**src/rtl/issue_pkg.sv**
```systemverilog
// Shared issue-stage types for the generic instruction queue.
// Holds the physical register id width, the wakeup pid width and the
// queue entry layout used by the ALU, MEM, BR and MUL queue wrappers.
package issue_pkg;

  localparam int PREG_W     = 6;
  localparam int WAKE_PID_W = PREG_W;

  // One source operand: ready bit, producer register id, and whether the
  // operand waits on a producer at all (forward_en == 0 means already valid).
  typedef struct packed {
    logic              valid;
    logic [PREG_W-1:0] pid;
    logic              forward_en;
  } iq_src_t;

  typedef struct packed {
    iq_src_t           src1;
    iq_src_t           src2;
    logic [PREG_W-1:0] dst;
    logic [3:0]        ctl;
    logic [5:0]        op;
    logic [31:0]       imm;
    logic [31:0]       pc;
  } iq_entry_t;

endpackage

```
**src/rtl/iq_oldest_select.sv**
```systemverilog
// Oldest-ready picker for the collapsing issue queue.
// Ports:
//   ready - one bit per slot, slot 0 is the oldest
//   grant - one-hot vector marking the lowest-index ready slot
//   found - high when any slot is ready
module iq_oldest_select #(
  parameter int N = 8
) (
  input  logic [N-1:0] ready,
  output logic [N-1:0] grant,
  output logic         found
);

  // Two's-complement trick isolates the lowest set bit.
  assign grant = ready & (~ready + N'(1));
  assign found = |ready;

endmodule

```
**src/rtl/iq_select_queue.sv**
```systemverilog
// Generic collapsing, age-ordered issue queue with wakeup and oldest-ready
// select. Shared storage/reader for all functional-unit queue wrappers.
// Ports:
//   clk, reset               - clock, asynchronous active-high reset
//   flush                    - synchronous clear of every entry
//   write_valid/write_entry  - enqueue request from the issue stage
//   full                     - no free slot, registered
//   wake_valid/wake_pid      - WAKE_N wakeup broadcasts
//   read_valid/read_entry    - oldest ready entry offered to execute
//   read_ready               - execute accepts the offered entry
//   count                    - number of occupied slots
module iq_select_queue
  import issue_pkg::*;
#(
  parameter int QLEN   = 8,
  parameter int WAKE_N = 4
) (
  input  logic                                 clk,
  input  logic                                 reset,
  input  logic                                 flush,
  input  logic                                 write_valid,
  input  iq_entry_t                            write_entry,
  output logic                                 full,
  input  logic [WAKE_N-1:0]                    wake_valid,
  input  logic [WAKE_N-1:0][WAKE_PID_W-1:0]    wake_pid,
  output logic                                 read_valid,
  output iq_entry_t                            read_entry,
  input  logic                                 read_ready,
  output logic [$clog2(QLEN):0]                count
);

  localparam int IDX_W = $clog2(QLEN);
  localparam int CNT_W = IDX_W + 1;

  iq_entry_t         entry_q [QLEN];
  iq_entry_t         entry_d [QLEN];
  logic [QLEN-1:0]   valid_q, valid_d;
  logic [CNT_W-1:0]  count_q, count_d;

  logic [QLEN-1:0]   ready_vec;
  logic [QLEN-1:0]   grant;
  logic              found;
  logic [IDX_W-1:0]  sel_idx;
  logic              read_fire;
  logic              write_accept;
  logic [CNT_W-1:0]  write_pos;

  function automatic iq_src_t wake_src(
    input iq_src_t                              src,
    input logic [WAKE_N-1:0]                    wv,
    input logic [WAKE_N-1:0][WAKE_PID_W-1:0]    wp
  );
    iq_src_t r;
    r = src;
    for (int k = 0; k < WAKE_N; k++) begin
      if (!src.valid && wv[k] && (wp[k] == src.pid)) begin
        r.valid = 1'b1;
      end
    end
    return r;
  endfunction

  function automatic iq_entry_t wake_entry(
    input iq_entry_t                            e,
    input logic [WAKE_N-1:0]                    wv,
    input logic [WAKE_N-1:0][WAKE_PID_W-1:0]    wp
  );
    iq_entry_t r;
    r      = e;
    r.src1 = wake_src(e.src1, wv, wp);
    r.src2 = wake_src(e.src2, wv, wp);
    return r;
  endfunction

  always_comb begin
    ready_vec = '0;
    for (int i = 0; i < QLEN; i++) begin
      ready_vec[i] = valid_q[i] & entry_q[i].src1.valid & entry_q[i].src2.valid;
    end
  end

  iq_oldest_select #(.N(QLEN)) u_select (
    .ready (ready_vec),
    .grant (grant),
    .found (found)
  );

  always_comb begin
    sel_idx = '0;
    for (int i = 0; i < QLEN; i++) begin
      if (grant[i]) begin
        sel_idx = IDX_W'(i);
      end
    end
  end

  // Selection only ever moves to an older slot (entries never lose
  // readiness), so the offered entry stays put while execute stalls.
  assign read_valid   = found;
  assign read_entry   = entry_q[sel_idx];
  assign full         = (count_q == CNT_W'(QLEN));
  assign count        = count_q;
  assign read_fire    = found && read_ready;
  assign write_accept = write_valid && !full;
  // The new entry lands after the collapse caused by a same-cycle read.
  assign write_pos    = count_q - CNT_W'(read_fire);

  always_comb begin
    entry_d = entry_q;
    for (int i = 0; i < QLEN; i++) begin
      if (read_fire && (i >= int'(sel_idx)) && (i < QLEN - 1)) begin
        entry_d[i] = wake_entry(entry_q[i+1], wake_valid, wake_pid);
      end else begin
        entry_d[i] = wake_entry(entry_q[i], wake_valid, wake_pid);
      end
      if (write_accept && (i == int'(write_pos))) begin
        entry_d[i] = wake_entry(write_entry, wake_valid, wake_pid);
      end
    end

    count_d = count_q + CNT_W'(write_accept) - CNT_W'(read_fire);
    if (flush) begin
      count_d = '0;
    end

    // Occupancy is always contiguous from slot 0.
    valid_d = '0;
    for (int i = 0; i < QLEN; i++) begin
      valid_d[i] = (CNT_W'(i) < count_d);
    end
  end

  always_ff @(posedge clk or posedge reset) begin
    if (reset) begin
      count_q <= '0;
      valid_q <= '0;
    end else begin
      count_q <= count_d;
      valid_q <= valid_d;
    end
  end

  // Payload is qualified by valid_q, so it needs no reset.
  always_ff @(posedge clk) begin
    entry_q <= entry_d;
  end

endmodule

```
**config.mk**
```make
export PLATFORM = sky130hd
export DESIGN_NAME = iq_select_queue
export DESIGN_NICKNAME = d
export VERILOG_FILES = /design/src/rtl/issue_pkg.sv /design/src/rtl/iq_oldest_select.sv /design/src/rtl/iq_select_queue.sv
export SDC_FILE = /design/constraint.sdc
export NUM_CORES = 2
export LEC_CHECK = 0
export CORE_ASPECT_RATIO = 1.5
export CORE_MARGIN = 2
export CORE_UTILIZATION = 50
export DETAILED_ROUTE_END_ITERATION = 7
export HOLD_SLACK_MARGIN = 0.05
export PLACE_DENSITY_LB_ADDON = 0.15
export SYNTH_ARGS = -nofsm -noshare
export SYNTH_HDL_FRONTEND = slang
export SYNTH_SLANG_ARGS = --single-unit
```
**constraint.sdc**
```tcl
create_clock -name clk -period 9.9 [get_ports clk]
set_input_delay 1.485 -clock clk [delete_from_list [all_inputs] [get_ports clk]]
set_output_delay 1.485 -clock clk [all_outputs]
set_load 0.01 [all_outputs]
```
==> results <==
- The run finished with clean final reports.
- The source-to-sink clock delay at the later pin of the worst-skew pair is 660 ps.
- Summed over all layers, the global routing overflow is 0.
- The pin slew with the least headroom to its limit is 1230 ps.
- Setup slack closes at 3100 ps.
- The initialized floorplan defines 131 standard-cell rows.
- Including well taps, the total number of placed cells is 4766.
- The async set or reset register ratio after synthesis is 1.41%.
- In the final layout, the multi-input gates occupy 0.0175 mm².
- The half-perimeter wire length after detailed placement is 79200 µm.
- The detail-routed via count per cell is 6.82.
- The core box area is 0.0847 mm².
- The clock root buffer master is clkbuf_16.
- The arithmetic-cell share of the synthesized area counting full adders, half adders and majority gates is 0.282%.
- The width of the chip is 242 µm.
- The H-tree was split into 3 levels.
- In the final design database the tool counted 3855 nets.
- Buffers inserted to repair hold after CTS numbered 0.
- The worst hold-check path type is flip-flop to flip-flop.
- The DRC violation count after routing is 0.
- Summing every instance area after synthesis gives 0.0426 mm².
- Once the clock tree was built, the setup fixing pass inserted 0 buffers.
- The height of the die is 361 µm.
- The number of filler cells placed in the layout is 7248.
- The category of the worst setup path launch point is a flip-flop.
- Buffers inserted during clock tree synthesis total 79.
- The shortest period the worst path allows is 6800 ps.
- The register cell area after layout is 0.0232 mm².
- The Yosys warning count is 0.
- The worst setup path is of the flip-flop to output pin kind.
- Synthesis inferred 779 register bits.
- The fraction of power spent switching nets is 43.2%.
- The sequential cell fraction of total power is 34.2%.
- The number of antenna violations at the first check in global routing is 7.
- The first global-routing pass estimated 218000 µm of wire.
- OpenSTA, run right after detailed placement, puts the worst setup slack at 3700 ps.
- The count of endpoints failing hold in the final timing report was 0.
- The signed area change from the synthesized netlist to the final layout is 11.7%.
- The share of the synthesized area in compound gates (AO/OA/AOI/OAI) is 18.3%.
- Of all nets on the critical path, the largest fanout is 69.
- The clock skew after layout is 27.4 ps.
- Of the total power, the clock network draws 14.7%.
- At the worst endpoint, the arrival time is 5320 ps.
- The tool flagged a number of max-cap violations equal to 0.
- The post-synthesis net count is 3948.
- The count of nets left with antenna violations once routing finished came out at 0.
- The first detailed-routing pass took 5 iterations.
- The maximum clock path buffer count is 3.
- Summing the sequential cell areas from Yosys gives 54.5% of the chip area.
- For the worst setup path, the data required time is 8420 ps.
- The initial standard-cell utilization of the core is 50.2%.
- After clock tree synthesis, the clock-pin slew on the worst setup and hold paths is 70 ps.
- Input and output buffers added on the ports amount to 230.
- The most used flip-flop cell after synthesis is edfxtp_1.
- The share of layout cells above drive strength 1 is 5.88%.
- The peak supply drop is 0.000433 V.
- Setup repair after global routing left no endpoint under its margin.
- The count of boundary I/O pins is 231.
- After synthesis, the share of cell area in mux cells is 2.33%.
- The setup total negative slack is 0 ps.
- For this run, the top clock speed supported by timing is 147 MHz.
- The unique cell type count in the Yosys netlist is 62.
- The final number of max-transition violations came to 0.
- The type of element capturing the critical path is an output pin.
- The number of global-route vias before repair is 33100.
- Across every metal layer, demand over resource in global routing totals 32.6%.
- The simple-gate share of the synthesized area is 10.9%.
- The internal power summed over all cells is 11.7 mW.
- The final routed wirelength across all metal layers is 146000 µm.
- The count of cells in the finished layout, fillers not included, comes to 4910.
- The maximum number of pins on one net before global-route repair is 193.
- The fraction of power consumed by combinational cells is 51.0%.
- The clock tree from TritonCTS is yes.
- After synthesis, the mean cell area works out to 11.2 µm².
- The portion of the clock cycle consumed by the worst path in the final layout is 68.7%.
- After detailed routing, the average wire length per cell comes to 29.8 µm.
- The die footprint is 0.0875 mm².
- The clock sink total is 779.
- The DRC marker count from the first detailed-route iteration is 3731.
- The net switching power is 8.93 mW.
- Detailed routing inserted a total of 33500 vias.
- The xor and xnor area share after synthesis is 8.99%.
- For this design the static power due to leakage is 17.1 nW.
- The final setup violation count is 0.
- Dividing total power by cell area gives a power density of 435 mW/mm².
- Yosys mapped a number of flops with a built-in enable equal to 754.
- Routability-driven placement finished with a final weighted congestion of 0.913.
- The headroom to the max-slew limit is 18.2%.
- The largest family of logic cells by synthesized area is compound AO/OA/AOI/OAI gates.
- After technology mapping, the gate count stands at 3810.
- Once the clock tree was built, the resizer swapped 0 gates to a different size.
routing by layer:
layer	wire, µm	global-route usage, %
met1	57000	42.8
met5	51	0
met2	68900	52.9
met4	6060	14.8
met3	14200	5.83
flip-flops by register name (all words and copies together) (netlist names):
signal   flops
valid_q      7
count        4
entry_q    768
final timing paths:
kind	from	end	cells past startpoint	slack [ps]
worst max-delay path	entry_q[759]	read_entry[63]	8	3100
worst min-delay path	entry_q[10]	entry_q[106]	1	560
worst max register to register	entry_q[759]	entry_q[679]	12	4190
worst min register to register	entry_q[10]	entry_q[106]	1	560
max in group asynchronous	reset	valid_q[0]	2	8200
min in group asynchronous	reset	valid_q[6]	2	1250
stage by stage:
step / hold WS [ps] / utilization (%) / total power [mW] / cell area [µm²]
after floorplan: 537 / - / 13.2 / 42600
after detailed placement: 551 / 53.1 / 17.5 / 45000
after global placement: 540 / 53.1 / 17.4 / 45000
after global routing: 573 / 56.1 / 21.6 / 47500
final: 555 / 56.1 / 20.7 / 47500
after CTS: 557 / 56.1 / 20.6 / 47500
cells in the final DEF (no fill, tap or decap), types with 20 or more instances in the layout:
cell type	n
a22o_1	376
a2bb2oi_1	94
buf_4	60
clkbuf_16	80
clkdlybuf4s50_1	223
edfxtp_1	754
mux2i_1	98
nand2_1	581
nand3_1	206
nand4_1	60
nor2_1	20
nor4_1	56
o21ai_0	99
o221ai_1	188
o22ai_1	192
xnor2_1	214
xor2_1	223
synthesized netlist by cell type (98+ instances only):
cell      count  area (µm²)
o21ai_0     100         500
buf_2       157         786
mux2i_1      98         981
a22o_1      376        3290
nand3_1     207        1040
xor2_1      223        1950
edfxtp_1    754       22600
o221ai_1    188        1650
xnor2_1     214        1870
clkbuf_1    250         938
o22ai_1     192        1200
nand2_1     586        2200
power groups by stage:
stage | registers, mW | clock network, mW | logic (mW)
3_5_place_dp | 7.05 | 0 | 10.4
4_1_cts | 7.03 | 3.08 | 10.5
3_3_place_gp | 7.08 | 0 | 10.3
6_report | 7.07 | 3.05 | 10.5
2_1_floorplan | 6.46 | 0 | 6.78
5_1_grt | 7.21 | 3.19 | 11.2
kinds of logic (layout without fill, tap and decap cells):
kind of cell               count (synthesis)  after routing
AOI/OAI and AO/OA                        989            989
xor gates and xnor gates                 437            437
adders and majority gates                  9              9
buffers and inverters                    478            444
DFF                                      779            779
muxes                                     99             99
other                                      0              4
and+or+nand+nor                         1019           1019
critical path, cell delays in order, from the launching register on:
cell	delay (ps)
edfxtp_1	440
and3_1	340
nor2_4	270
nand3_2	190
o22ai_4	840
buf_4	1050
o221ai_1	300
a2bb2oi_1	520
clkdlybuf4s50_1	650
final cells by class:
| type | count | area share [%] |
|---|---|---|
| Multi-Input combinational cell | 2553 | 36.9 |
| Clock buffer | 92 | 4.31 |
| Sequential cell | 779 | 48.8 |
| Antenna cell | 4 | 0.0211 |
| Timing Repair Buffer | 294 | 5.89 |
| Clock inverter | 48 | 1.01 |
| Inverter | 10 | 0.0895 |
| Tap cell | 1130 | 2.97 |
Power figures use the tool's default switching activity.
